==> config.mk <==
export PLATFORM = sky130hd
export DESIGN_NAME = systolic_feeder
export DESIGN_NICKNAME = d
export VERILOG_FILES = /design/src/rtl/systolic_feeder.sv
export SDC_FILE = /design/constraint.sdc
export NUM_CORES = 1
export LEC_CHECK = 0
export ABC_AREA = 1
export CAP_MARGIN = 20
export CORE_ASPECT_RATIO = 1.5
export CORE_UTILIZATION = 45
export CTS_BUF_LIST = sky130_fd_sc_hd__clkbuf_2
export DETAILED_ROUTE_END_ITERATION = 8
export GPL_TIMING_DRIVEN = 0
export PLACE_DENSITY = 0.62
export SYNTH_ARGS = -nofsm -noshare
export SYNTH_HDL_FRONTEND = slang
export SYNTH_SLANG_ARGS = --single-unit
==> constraint.sdc <==
create_clock -name clk -period 8.8 [get_ports clk]
set_input_delay 0.88 -clock clk [delete_from_list [all_inputs] [get_ports clk]]
set_output_delay 0.88 -clock clk [all_outputs]
set_load 0.005 [all_outputs]
==> src/rtl/systolic_feeder.sv <==
// systolic_feeder: transmit-side front end for the FP-INT systolic array.
// Accepts whole vectors (N activations + N weights) over valid/ready, holds
// each activation vector for `precision` cycles while shifting the weights
// out MSB-first, counts the tile, waits for the array's done and reports it.
module systolic_feeder #(
   parameter int ACT_WIDTH = 16,
   parameter int W_MAX     = 8,
   parameter int N         = 2,
   parameter int LEN_WIDTH = 12
) (
   input  logic                   clk,
   input  logic                   rst,
   input  logic                   start,
   input  logic [3:0]             precision,
   input  logic [LEN_WIDTH-1:0]   tile_len,
   input  logic                   s_valid,
   output logic                   s_ready,
   input  logic [N*ACT_WIDTH-1:0] s_act,
   input  logic [N*W_MAX-1:0]     s_w,
   input  logic                   sa_done,
   output logic                   active,
   output logic [N*ACT_WIDTH-1:0] act_in,
   output logic [N-1:0]           w_in,
   output logic                   busy,
   output logic                   tile_done,
   output logic                   err
);

   localparam logic [1:0] S_IDLE   = 2'd0;
   localparam logic [1:0] S_STREAM = 2'd1;
   localparam logic [1:0] S_DRAIN  = 2'd2;
   localparam int         BW       = (W_MAX > 1) ? $clog2(W_MAX) : 1;

   logic [1:0]             state;
   logic [3:0]             p_reg;
   logic [LEN_WIDTH-1:0]   l_reg;
   logic [LEN_WIDTH-1:0]   acc_cnt;
   logic [LEN_WIDTH-1:0]   emit_cnt;
   logic [3:0]             k;
   logic                   cur_full;
   logic                   nxt_full;
   logic [N*ACT_WIDTH-1:0] cur_act;
   logic [N*ACT_WIDTH-1:0] nxt_act;
   logic [N*W_MAX-1:0]     cur_w;
   logic [N*W_MAX-1:0]     nxt_w;
   logic                   hs;
   logic                   last_slot;
   logic                   start_ok;
   logic [3:0]             bit_idx;
   logic [N-1:0]           w_bits;
   logic [W_MAX-1:0]       col;

   // Staging slot is free and the tile still needs vectors.
   assign s_ready   = (state == S_STREAM) && !nxt_full && (acc_cnt < l_reg);
   assign hs        = s_valid & s_ready;
   assign last_slot = cur_full && (k == p_reg - 4'd1);
   assign busy      = (state == S_STREAM) || (state == S_DRAIN);
   assign start_ok  = (precision != 4'd0) && (int'(precision) <= W_MAX)
                      && (tile_len != '0);

   // Select the current weight bit (MSB-first within the latched precision) per column.
   always_comb begin
      // NOTE: every variable gets a value before any branch/loop so no latch is inferred.
      bit_idx = p_reg - 4'd1 - k;
      w_bits  = '0;
      col     = '0;
      for (int j = 0; j < N; j++) begin
         col       = cur_w[j*W_MAX +: W_MAX];
         w_bits[j] = col[bit_idx[BW-1:0]];
      end
   end

   // Control FSM, two-entry vector buffer and registered array-side outputs.
   always_ff @(posedge clk or posedge rst) begin
      if (rst) begin
         // NOTE: the two buffer entries are plain registers, so they are cleared
         // along with the control state; a reset mid-tile simply drops them.
         state     <= S_IDLE;
         p_reg     <= '0;
         l_reg     <= '0;
         acc_cnt   <= '0;
         emit_cnt  <= '0;
         k         <= '0;
         cur_full  <= 1'b0;
         nxt_full  <= 1'b0;
         cur_act   <= '0;
         nxt_act   <= '0;
         cur_w     <= '0;
         nxt_w     <= '0;
         active    <= 1'b0;
         act_in    <= '0;
         w_in      <= '0;
         tile_done <= 1'b0;
         err       <= 1'b0;
      end else begin
         // NOTE: non-blocking assignments so every register samples pre-edge values.
         err       <= 1'b0;
         tile_done <= 1'b0;
         case (state)
            S_IDLE: begin
               active <= 1'b0;
               if (start) begin
                  if (start_ok) begin
                     p_reg    <= precision;
                     l_reg    <= tile_len;
                     acc_cnt  <= '0;
                     emit_cnt <= '0;
                     k        <= '0;
                     state    <= S_STREAM;
                  end else begin
                     err <= 1'b1;
                  end
               end
            end
            S_STREAM: begin
               if (hs) acc_cnt <= acc_cnt + LEN_WIDTH'(1);
               if (cur_full) begin
                  active <= 1'b1;
                  act_in <= cur_act;
                  w_in   <= w_bits;
                  if (last_slot) begin
                     k        <= '0;
                     emit_cnt <= emit_cnt + LEN_WIDTH'(1);
                     if (emit_cnt + LEN_WIDTH'(1) == l_reg) state <= S_DRAIN;
                     // Refill CUR without a bubble from NXT or straight from the bus.
                     if (nxt_full) begin
                        cur_act  <= nxt_act;
                        cur_w    <= nxt_w;
                        nxt_full <= 1'b0;
                     end else if (hs) begin
                        cur_act <= s_act;
                        cur_w   <= s_w;
                     end else begin
                        cur_full <= 1'b0;
                     end
                  end else begin
                     k <= k + 4'd1;
                     if (hs) begin
                        nxt_act  <= s_act;
                        nxt_w    <= s_w;
                        nxt_full <= 1'b1;
                     end
                  end
               end else begin
                  // Stall: no vector to emit, outputs other than active hold.
                  active <= 1'b0;
                  if (hs) begin
                     cur_act  <= s_act;
                     cur_w    <= s_w;
                     cur_full <= 1'b1;
                     k        <= '0;
                  end
               end
            end
            S_DRAIN: begin
               active <= 1'b0;
               if (sa_done) begin
                  tile_done <= 1'b1;
                  state     <= S_IDLE;
               end
            end
            default: state <= S_IDLE;
         endcase
      end
   end

endmodule

==> metrics.json, run 1 <==
{
  "cts_root_buffer": "clkbuf_2",
  "initial_utilization": 0.460,
  "final.setup.worst_slack_ns": 5.15,
  "resize_count_post_cts": 0,
  "post_synth_instance_area_um2": 9140,
  "area_growth_syn_to_layout_pct": 18.4,
  "std_cell_rows": 63,
  "tns_ns": 0,
  "timing.final.crit_share": 0.414,
  "use_met2": 0.422,
  "total_power_uw": 3380,
  "worstPathCellList": "inv_1 > ha_1 > nand2_1 > o21bai_1 > a21oi_1 > nor2_1 > nand2_1 > inv_1 > clkdlybuf4s50_1",
  "cp_top_family": "buffers and inverters",
  "clk_transition_reported_paths_ns": 0.28,
  "post-dp-hpwl_mm": 17.0,
  "final_hold_viol_count": 0,
  "total_leakage_power_uw": 0.00545,
  "setup_repair_after_global_routing_missed_its_margin": "false",
  "synth_enable_flop_cells": 0,
  "globalRoute.totalOverflow": 0,
  "io_pins": 108,
  "critical_path_required_ns": 7.92,
  "maxClockFrequency_mhz": 274,
  "floorplan.die_area_um2": 20900,
  "synth.net_count": 1278,
  "worstSkewPairLatency_ns": 0.79,
  "detailedRoute.firstIterationViolations": 455,
  "globalRouteTotalUtil": 0.237,
  "crit_cells": 9,
  "drt-pass1-iter-count": 5,
  "gpl.final_weighted_congestion": 0.882,
  "post-place-ws_ns": 5.37,
  "syn_avg_cell_area_um2": 7.71,
  "placedCellCount": 1554,
  "cts_tree": "yes",
  "timing_worst_slew_pin_value_ns": 0.727,
  "route.detailed.wl_per_inst_um": 14.7,
  "drc": 0,
  "synth_cells": 1186,
  "worst-path-buf-inv": 3,
  "post_route_cells_drive_above_1_share": 0.0483,
  "antenna_left": 0,
  "timing.final.crit_period_ns": 3.65,
  "placeableCoreArea_um2": 19900,
  "hold_depth": 2,
  "yosys_warnings": 0,
  "critical-path-max-stage-delay_ns": 0.53,
  "setup_clock_skew_after_layout_ns": 0.0624,
  "worstSetupStartpointType": "flop",
  "reg2reg_depth": 13,
  "synthDistinctLibCells": 38,
  "grt_start_max_net_pins": 100,
  "cellPowerDensity_nw_per_um2": 312,
  "grt.met3_usage": 0.0494,
  "avgViaCountPerCell": 5.04,
  "drt-total-wl_mm": 23.3,
  "grt_pass1_wl_mm": 39.1,
  "setup_viol_count_final": 0,
  "grt_peak_use_layer": "met2",
  "final_max_slew_viol_count": 0,
  "data_arrival_critical_path_ns": 2.77,
  "num_vias": 7998,
  "number_of_antenna_violations_at_the_first_check_in_global_routing": 1,
  "layout.nets": 1405,
  "maxSlewHeadroom": 0.515,
  "layout_top_registers": "act_in (32), cur_act (32), nxt_act (32)",
  "worstSetupPathType": "flop to primary output",
  "async_flop_share": 1.00,
  "clockBufferDepth": 2,
  "count_of_input_and_output_buffers": 107,
  "die_w_um": 118,
  "met1_usage": 0.277,
  "max_cap_violations": 0,
  "tritoncts_num_sinks": 181,
  "cts.hold.buffers_added": 0,
  "critical_path.slowest_cell": "dfrtp_1",
  "critical_path.max_fanout": 3,
  "hold_removal_path_class": "flop to flop",
  "first_global_vias": 7845,
  "status": "complete, no violations",
  "post_cts.repair.setup_buffers": 0,
  "ys_dominant_reg_cell": "dfrtp_1",
  "die_height_um": 177,
  "cts-buffers-inserted": 17,
  "kind_of_end_point_of_the_critical_path": "primary output",
  "peakVddDrop_mv": 0.137,
  "yosys_register_bits": 181,
  "yosysSeqAreaShare": 0.496,
  "post_layout_nonfiller_instances": 1587,
  "htree_levels": 4
}
[through the flow]
step,hold slack [ns],utilization,area [um^2]
3_5_place_dp,0.472,0.532,10600
2_1_floorplan,0.465,-,9140
3_3_place_gp,0.458,0.530,10500
4_1_cts,0.521,0.545,10800
6_report,0.512,0.545,10800
5_1_grt,0.537,0.545,10800
[layout by cell type (no fill, tap or decap), drive strengths merged]
cell / netlist / final
dfrtp: 181 / 181
nand3b: 2 / 2
a21oi: 23 / 23
nand4: 9 / 9
xnor2: 2 / 2
a21boi: 1 / 1
clkinv: 1 / 8
o41ai: 1 / 1
nand3: 50 / 50
or2: 1 / 1
clkbuf: 30 / 47
xor2: 11 / 11
inv: 172 / 180
o21ai: 115 / 115
a211oi: 1 / 1
ha: 22 / 22
a32oi: 1 / 1
a2bb2oi: 1 / 1
nor2: 52 / 52
fa: 1 / 1
buf: 23 / 24
and3: 1 / 1
nor3: 10 / 10
o21bai: 2 / 2
clkdlybuf4s50: 0 / 107
o211ai: 4 / 4
nand2: 412 / 412
o22ai: 57 / 57
diode: 0 / 1
[layout make-up]
type,count,area (um^2)
clock buffers,17,85.1
flip-flops and latches,181,4530
diodes,1,2.50
repair buffers,108,1100
well taps,260,325
clock inverters,15,160
fillers,1937,9040
inverters,173,657
multi-input cells,779,3700
plain buffers,53,263
[report_power, final]
| part | total [uW] | switching [uW] | leakage [uW] | internal, uW |
|---|---|---|---|---|
| logic | 1620 | 981 | 0.00316 | 635 |
| clock network | 435 | 339 | 0.000150 | 95.4 |
| registers | 1330 | 175 | 0.00214 | 1150 |
[worst register-to-register path, stage by stage, from the launching register on]
cell	delay, ns
dfrtp_1	0.45
inv_1	0.10
ha_1	0.28
nand2_1	0.05
inv_1	0.08
nand3_1	0.11
nor3_1	0.15
nand2_1	0.09
nand3_1	0.14
buf_4	0.23
buf_4	0.21
clkbuf_1	0.37
o21ai_0	0.14
nand2_1	0.07
[routing by layer]
metal / vias up / part of all wire
met2: 199 / 0.51
met4: 0 / 0.031
met1: 3754 / 0.41
met5: - / 0
li1: 4005 / -
met3: 40 / 0.050
[final timing paths]
path / startpoint / end / slack [ns]
worst min register to register: act_in[16] / act_in[16] / 0.51
max in group asynchronous: rst / act_in[24] / 7.37
worst min-delay path: act_in[16] / act_in[16] / 0.51
worst max-delay path: l_reg[7] / s_ready / 5.15
min in group asynchronous: rst / emit_cnt[11] / 0.55
worst max register to register: l_reg[10] / nxt_w[9] / 6.26
[kinds of logic (layout without fill, tap and decap cells)]
family	count (synthesis)	count (layout)	synth area share
DFF	181	181	0.496
adders and majority gates	23	23	0.0323
other	0	1	0
buffers and inverters	226	366	0.0998
xor gates and xnor gates	13	13	0.0125
AOI/OAI and AO/OA	206	206	0.126
and+or+nand+nor	537	537	0.234
[Yosys cell counts (3+ instances only)]
cell type    n  area (um^2)
clkbuf_1    30          113
buf_4        7         52.6
o21ai_0    111          556
inv_1      170          638
nand3_1     49          245
o211ai_1     4         30.0
ha_1        22          275
o21ai_1      3         15.0
nor3_1       9         45.0
o22ai_1     57          357
a21oi_1     22          110
xor2_1      11         96.3
dfrtp_1    181         4530
nand4_1      9         56.3
nor2_1      51          191
buf_6        3         33.8
buf_2       12         60.1
nand2_1    411         1540
(Power assumes the default switching activity.)
==> run 2, diff against run 1 <==
==> constraint.sdc (replaced) <==
create_clock -name clk -period 3.55 [get_ports clk]
set_input_delay 0.355 -clock clk [delete_from_list [all_inputs] [get_ports clk]]
set_output_delay 0.355 -clock clk [all_outputs]
set_load 0.005 [all_outputs]
==> metrics.json, run 2 (same netlist as run 1, synthesis figures left out) <==
{
  "die_w": {"value": 118, "unit": "um", "change": "unchanged"},
  "worstSetupStartpointType": "flop",
  "count_of_input_and_output_buffers": {"value": 107, "change": "unchanged"},
  "cellPowerDensity": {"value": 762, "unit": "nW/um^2", "change": "+140%"},
  "area_growth_syn_to_layout": {"value": 18.4, "unit": "%", "change": "about the same"},
  "hp-start": "s_act[9]",
  "gpl.final_weighted_congestion": {"value": 0.909, "change": "+3.1%"},
  "pwr-share-comb": {"value": 0.486, "change": "+0.008"},
  "cts-buffers-inserted": {"value": 17, "change": "unchanged"},
  "setup_repair_after_global_routing_missed_its_margin": "false",
  "drt-total-wl": {"value": 23.7, "unit": "mm", "change": "+1.7%"},
  "internal_power": {"value": 4690, "unit": "uW", "change": "+150%"},
  "globalRouteTotalUtil": {"value": 0.241, "change": "+0.00378"},
  "tritoncts_num_sinks": {"value": 181, "change": "unchanged"},
  "timing.final.crit_share": 0.862,
  "maxSlewHeadroom": {"value": 0.554, "change": "+0.0387"},
  "mostFrequentLayoutCells": "nand2_1, dfrtp_1, inv_1",
  "max_cap_violations": {"value": 0, "change": "unchanged"},
  "grt_start_max_net_pins": {"value": 39, "change": "-61%"},
  "critical-path-max-stage-delay": {"value": 0.48, "unit": "ns", "change": "-0.05 ns"},
  "detailedRoute.firstIterationViolations": {"value": 397, "change": "-13%"},
  "initial_utilization": {"value": 0.460, "change": "unchanged"},
  "kind_of_end_point_of_the_critical_path": "primary output",
  "critical_path_required": {"value": 3.19, "unit": "ns", "change": "-4.73 ns"},
  "num_vias": {"value": 7876, "change": "-1.5%"},
  "regArea": {"value": 4530, "unit": "um^2", "change": "unchanged"},
  "power.share.sequential": {"value": 0.401, "change": "+0.008"},
  "post-place-ws": {"value": 0.723, "unit": "ns", "change": "-4.65 ns"},
  "timing.final.crit_period_ns": 3.06,
  "data_arrival_critical_path": {"value": 2.71, "unit": "ns", "change": "-0.06 ns"},
  "hold_removal_path_class": "primary input to flop",
  "cp_top_family": "buffers and inverters",
  "post_route_cells_drive_above_1_share": {"value": 0.0475, "change": "-0.000790"},
  "avgViaCountPerCell": {"value": 4.96, "change": "-1.6%"},
  "worstPathCellList": "inv_1 > ha_1 > inv_2 > nor3_2 > nand4_1 > nor2_1 > nand2_1 > inv_1 > clkdlybuf4s50_1",
  "cts.hold.buffers_added": {"value": 1, "change": "+1"},
  "final_layout_worst_hold_slack": {"value": 0.111, "unit": "ns", "change": "-0.402 ns"},
  "worstSkewPairLatency": {"value": 0.78, "unit": "ns", "change": "about the same"},
  "final_max_slew_viol_count": {"value": 0, "change": "unchanged"},
  "timing_worst_slew_pin_value": {"value": 0.668, "unit": "ns", "change": "-0.0594 ns"},
  "number_of_antenna_violations_at_the_first_check_in_global_routing": {"value": 1, "change": "unchanged"},
  "total_power": {"value": 8250, "unit": "uW", "change": "+140%"},
  "total_leakage_power": {"value": 0.00545, "unit": "uW", "change": "about the same"},
  "worst-path-buf-inv": {"value": 4, "change": "+1"},
  "final_hold_viol_count": {"value": 0, "change": "unchanged"},
  "drt-pass1-iter-count": {"value": 8, "change": "+3"},
  "critical_path.max_fanout": {"value": 7, "change": "+4"},
  "rr_startpoint": "l_reg[10]",
  "clockBufferDepth": {"value": 2, "change": "unchanged"},
  "globalRoute.totalOverflow": {"value": 0, "change": "unchanged"},
  "status": "complete, no violations",
  "first_global_vias": {"value": 7891, "change": "+0.59%"},
  "timing.critical_path.mode_cell": "inv_1",
  "clockPowerShare": {"value": 0.113, "change": "-0.016"},
  "resize_count_post_cts": {"value": 0, "change": "unchanged"},
  "worst-r2r-setup-slack": {"value": 1.05, "unit": "ns", "change": "-5.21 ns"},
  "tns": {"value": 0, "unit": "ns", "change": "unchanged"},
  "critical_path.slowest_cell": "clkdlybuf4s50_1",
  "worstSetupPathType": "flop to primary output",
  "timing.rr.end": "nxt_act[12]",
  "setup_viol_count_final": {"value": 0, "change": "unchanged"},
  "die_height": {"value": 177, "unit": "um", "change": "unchanged"},
  "cts_root_buffer": "clkbuf_2",
  "hold_depth": {"value": 3, "change": "+1"},
  "grt_pass1_wl": {"value": 39.2, "unit": "mm", "change": "+0.28%"},
  "mostFrequentLayoutCell": "nand2_1",
  "area_occupied_by_multi_input_gates": {"value": 3700, "unit": "um^2", "change": "unchanged"},
  "io_pins": {"value": 108, "change": "unchanged"},
  "final.setup.worst_slack": {"value": 0.489, "unit": "ns", "change": "-4.66 ns"},
  "htree_levels": {"value": 4, "change": "unchanged"},
  "setup_clock_skew_after_layout": {"value": 0.0411, "unit": "ns", "change": "-0.0213 ns"},
  "min_to": "nxt_act[9]",
  "layout_top_registers": "act_in (32), cur_act (32), nxt_act (32)",
  "power.share.switching": {"value": 0.431, "change": "-0.0111"},
  "peakVddDrop": {"value": 0.433, "unit": "mV", "change": "+220%"},
  "cts_tree": "yes",
  "layout.nets": {"value": 1410, "change": "+0.36%"},
  "floorplan.die_area": {"value": 20900, "unit": "um^2", "change": "unchanged"},
  "route.detailed.wl_per_inst": {"value": 14.9, "unit": "um", "change": "+1.5%"},
  "n_fill_cell": {"value": 1976, "change": "+2.0%"},
  "maxClockFrequency_mhz": 327,
  "drc": {"value": 0, "change": "unchanged"},
  "post_cts.repair.setup_buffers": {"value": 0, "change": "unchanged"},
  "reg2reg_depth": {"value": 13, "change": "unchanged"},
  "post-dp-hpwl": {"value": 17.6, "unit": "mm", "change": "+3.9%"},
  "std_cell_rows": {"value": 63, "change": "unchanged"},
  "net-switching-power": {"value": 3560, "unit": "uW", "change": "+140%"},
  "placeableCoreArea": {"value": 19900, "unit": "um^2", "change": "unchanged"},
  "clk_transition_reported_paths": {"value": 0.25, "unit": "ns", "change": "-0.03 ns"},
  "antenna_left": {"value": 0, "change": "unchanged"}
}
[run 2: cell types whose count changed in the layout (fill, tap and decap cells not counted), moves of 3 or more]
cell	delta
inv_6	-4
clkinvlp_4	+3
inv_8	-5
clkinv_8	-3
buf_12	+5
clkinv_4	-3
clkbuf_2	+5
[run 2: power groups by stage]
stage / registers, uW / clock network (uW) / logic [uW]
6_report: 3310 / 935 / 4010
5_1_grt: 3400 / 1050 / 4580
4_1_cts: 3310 / 969 / 4070
3_5_place_dp: 3350 / 0 / 4050
3_3_place_gp: 3340 / 0 / 3970
2_1_floorplan: 3250 / 0 / 2610
[run 2: area by class of cell]
class	count	share of cell area
Tap cell	260	0.0301
Timing Repair Buffer	113	0.109
Clock buffer	22	0.0102
Inverter	173	0.0603
Buffer	53	0.0243
Clock inverter	6	0.00543
Antenna cell	2	0.000462
Sequential cell	181	0.418
Multi-Input combinational cell	779	0.342
[run 2: how the worst max path moves through the flow]
stage | from | to | slack [ns] | cells after the start
after floorplan | rst | acc_cnt[0] | 0.87 | 1
after global placement | rst | act_in[13] | -0.83 | 2
after detailed placement | tile_len[10] | emit_cnt[10] | 0.72 | 10
after CTS | l_reg[6] | s_ready | 0.38 | 9
after global routing | l_reg[6] | s_ready | 0.19 | 9
final | state[1] | s_ready | 0.49 | 9
[run 2: metrics by stage]
step	std cells	utilization	cell area [um^2]
floorplan	1186	-	9140
global placement	1553	0.531	10500
detailed placement	1558	0.536	10600
CTS	1587	0.545	10800
global route	1589	0.545	10800
finish	1589	0.545	10800
[run 2: worst min-delay path: cells and delay by family]
family,cells,cell delay (ns)
buffers and inverters,1,0.42
and+or+nand+nor,2,0.12
[run 2: layer usage]
metal	wire, um	track usage	up-vias
met5	0	0	-
met1	9770	0.273	3664
met2	12200	0.432	162
li1	-	-	4007
met4	745	0.105	0
met3	1030	0.0562	43
==> run 3, diff against run 2 <==
==> constraint.sdc (replaced) <==
create_clock -name clk -period 3.55 [get_ports clk]
set_input_delay 0.71 -clock clk [delete_from_list [all_inputs] [get_ports clk]]
set_output_delay 0.71 -clock clk [all_outputs]
set_load 0.005 [all_outputs]
==> metrics.json, run 3 (same netlist as run 1, synthesis figures left out) <==
{
  "grt_start_max_net_pins": {"value": 39, "change": "unchanged"},
  "final_hold_viol_count": {"value": 0, "change": "unchanged"},
  "layout_top_registers": "act_in (32), cur_act (32), nxt_act (32)",
  "rr_startpoint": "p_reg[0]",
  "worstSkewPairLatency": {"value": 0.77, "unit": "ns", "change": "about the same"},
  "peakVddDrop": {"value": 0.433, "unit": "mV", "change": "about the same"},
  "timing.final.crit_share": {"value": 0.854, "change": "-0.00834"},
  "maxClockFrequency": {"value": 330, "unit": "MHz", "change": "+0.98%"},
  "die_height": {"value": 177, "unit": "um", "change": "unchanged"},
  "cts_root_buffer": "clkbuf_2",
  "worstSetupPathType": "flop to primary output",
  "worstSetupStartpointType": "flop",
  "antenna_left": {"value": 0, "change": "unchanged"},
  "area_occupied_by_multi_input_gates": {"value": 3710, "unit": "um^2", "change": "+0.44%"},
  "max_cap_violations": {"value": 0, "change": "unchanged"},
  "timing.final.crit_period": {"value": 3.03, "unit": "ns", "change": "-0.0296 ns"},
  "timing_worst_slew_pin_value": {"value": 0.670, "unit": "ns", "change": "+0.00146 ns"},
  "tritoncts_num_sinks": {"value": 181, "change": "unchanged"},
  "cts_tree": "yes",
  "die_w": {"value": 118, "unit": "um", "change": "unchanged"},
  "hold_removal_path_class": "primary input to async pin",
  "cts.hold.buffers_added": {"value": 0, "change": "-1"},
  "timing.rr.end": "cur_act[7]",
  "number_of_antenna_violations_at_the_first_check_in_global_routing": {"value": 1, "change": "unchanged"},
  "floorplan.die_area": {"value": 20900, "unit": "um^2", "change": "unchanged"},
  "clockBufferDepth": {"value": 2, "change": "unchanged"},
  "route.detailed.wl_per_inst": {"value": 14.9, "unit": "um", "change": "about the same"},
  "mostFrequentLayoutCells": "nand2_1, dfrtp_1, inv_1",
  "num_vias": {"value": 7897, "change": "+0.27%"},
  "clk_transition_reported_paths": {"value": 0.25, "unit": "ns", "change": "about the same"},
  "critical_path.max_fanout": {"value": 3, "change": "-4"},
  "drt-total-wl": {"value": 23.7, "unit": "mm", "change": "about the same"},
  "maxSlewHeadroom": {"value": 0.553, "change": "-0.000978"},
  "mostFrequentLayoutCell": "nand2_1",
  "critical_path.slowest_cell": "dfrtp_2",
  "globalRoute.totalOverflow": {"value": 0, "change": "unchanged"},
  "first_global_vias": {"value": 7891, "change": "unchanged"},
  "htree_levels": {"value": 4, "change": "unchanged"},
  "setup.worst_path.end": "s_ready",
  "detailedRoute.firstIterationViolations": {"value": 415, "change": "+4.5%"},
  "post-place-ws": {"value": 0.368, "unit": "ns", "change": "-0.355 ns"},
  "n_fill_cell": {"value": 1973, "change": "-0.15%"},
  "post_route_cells_drive_above_1_share": {"value": 0.0551, "change": "+0.00758"},
  "worst-path-buf-inv": {"value": 3, "change": "-1"},
  "setup_viol_count_final": {"value": 0, "change": "unchanged"},
  "cts-buffers-inserted": {"value": 17, "change": "unchanged"},
  "final.setup.worst_slack": {"value": 0.519, "unit": "ns", "change": "+0.0296 ns"},
  "drc": {"value": 0, "change": "unchanged"},
  "avgViaCountPerCell": {"value": 4.97, "change": "+0.33%"},
  "globalRouteTotalUtil": {"value": 0.241, "change": "unchanged"},
  "crit_path_start": "l_reg[6]",
  "count_of_input_and_output_buffers": {"value": 107, "change": "unchanged"},
  "crit_cells": {"value": 9, "change": "unchanged"},
  "worstPathCellList": "inv_2 > ha_1 > nand2_2 > o21bai_1 > a21oi_1 > nor2_2 > nand2_1 > inv_1 > dlymetal6s2s_1",
  "setup_clock_skew_after_layout": {"value": 0.0343, "unit": "ns", "change": "-0.00682 ns"},
  "critical-path-max-stage-delay": {"value": 0.48, "unit": "ns", "change": "about the same"},
  "placeableCoreArea": {"value": 19900, "unit": "um^2", "change": "unchanged"},
  "total_leakage_power": {"value": 0.00545, "unit": "uW", "change": "about the same"},
  "drt-pass1-iter-count": {"value": 7, "change": "-1"},
  "setup_repair_after_global_routing_missed_its_margin": "false",
  "gpl.final_weighted_congestion": {"value": 0.909, "change": "unchanged"},
  "area_growth_syn_to_layout_pct": 18.6,
  "layout.nets": {"value": 1409, "change": "-0.071%"},
  "data_arrival_critical_path": {"value": 2.32, "unit": "ns", "change": "-0.39 ns"},
  "cp_top_family": "flip-flops",
  "total_power": {"value": 8270, "unit": "uW", "change": "+0.25%"},
  "worst-r2r-setup-slack": {"value": 1.08, "unit": "ns", "change": "+0.03 ns"},
  "regArea": {"value": 4530, "unit": "um^2", "change": "about the same"},
  "io_pins": {"value": 108, "change": "unchanged"},
  "status": "complete, no violations",
  "critical_path_required": {"value": 2.84, "unit": "ns", "change": "-0.35 ns"},
  "grt_pass1_wl": {"value": 39.2, "unit": "mm", "change": "unchanged"},
  "final_max_slew_viol_count": {"value": 0, "change": "unchanged"},
  "std_cell_rows": {"value": 63, "change": "unchanged"},
  "cellPowerDensity": {"value": 763, "unit": "nW/um^2", "change": "+0.13%"},
  "post-dp-hpwl": {"value": 17.6, "unit": "mm", "change": "unchanged"},
  "reg2reg_depth": {"value": 12, "change": "-1"},
  "initial_utilization": {"value": 0.460, "change": "unchanged"},
  "kind_of_end_point_of_the_critical_path": "primary output"
}
-- run 3: cell count changes in the layout (fill, tap and decap cells not counted), sizes merged --
cell / change
dlygate4sd3: -1
dlymetal6s2s: +1
clkdlybuf4s50: -1
-- run 3: routing by layer --
metal / global-route usage / vias to the layer above / part of all wire
li1: - / 4010 / -
met4: 0.105 / 0 / 0.034
met1: 0.273 / 3681 / 0.41
met5: 0 / - / 0
met3: 0.0562 / 44 / 0.044
met2: 0.432 / 162 / 0.51
-- run 3: worst min path at each step --
stage	slack [ns]	end	depth (start not counted)
finish	0.35	nxt_act[28]	2
global route	0.29	p_reg[1]	2
CTS	0.28	nxt_act[28]	2
detailed placement	0.47	act_in[22]	2
global placement	0.47	act_in[25]	2
floorplan	0.46	active	2
-- run 3: per-stage QoR --
stage / util / TNS (ns) / cell area [um^2] / hold WS, ns / instances
finish: 0.546 / 0 / 10800 / 0.348 / 1588
global route: 0.546 / 0 / 10800 / 0.292 / 1588
detailed placement: 0.536 / 0 / 10600 / 0.472 / 1558
global placement: 0.531 / -209.55 / 10500 / 0.466 / 1553
CTS: 0.544 / 0 / 10800 / 0.282 / 1586
floorplan: - / 0 / 9140 / 0.465 / 1186
-- run 3: power breakdown --
group | switching [uW] | internal, uW | total, uW
Sequential | 455 | 2860 | 3320
Combinational | 2430 | 1590 | 4020
Clock | 684 | 246 | 929
Total | 3570 | 4700 | 8270
-- run 3: repair_timing --
action	4_1_cts	5_1_grt
setup endpoints to repair	0	1
resized for setup	0	12
setup buffers	0	0
-- run 3: layout make-up --
cell class / instances / share of cell area
repair buffers: 112 / 0.108
clock inverters: 6 / 0.00543
diodes: 2 / 0.000462
inverters: 173 / 0.0603
multi-input cells: 779 / 0.343
flip-flops and latches: 181 / 0.418
clock buffers: 22 / 0.0102
plain buffers: 53 / 0.0242
well taps: 260 / 0.0300
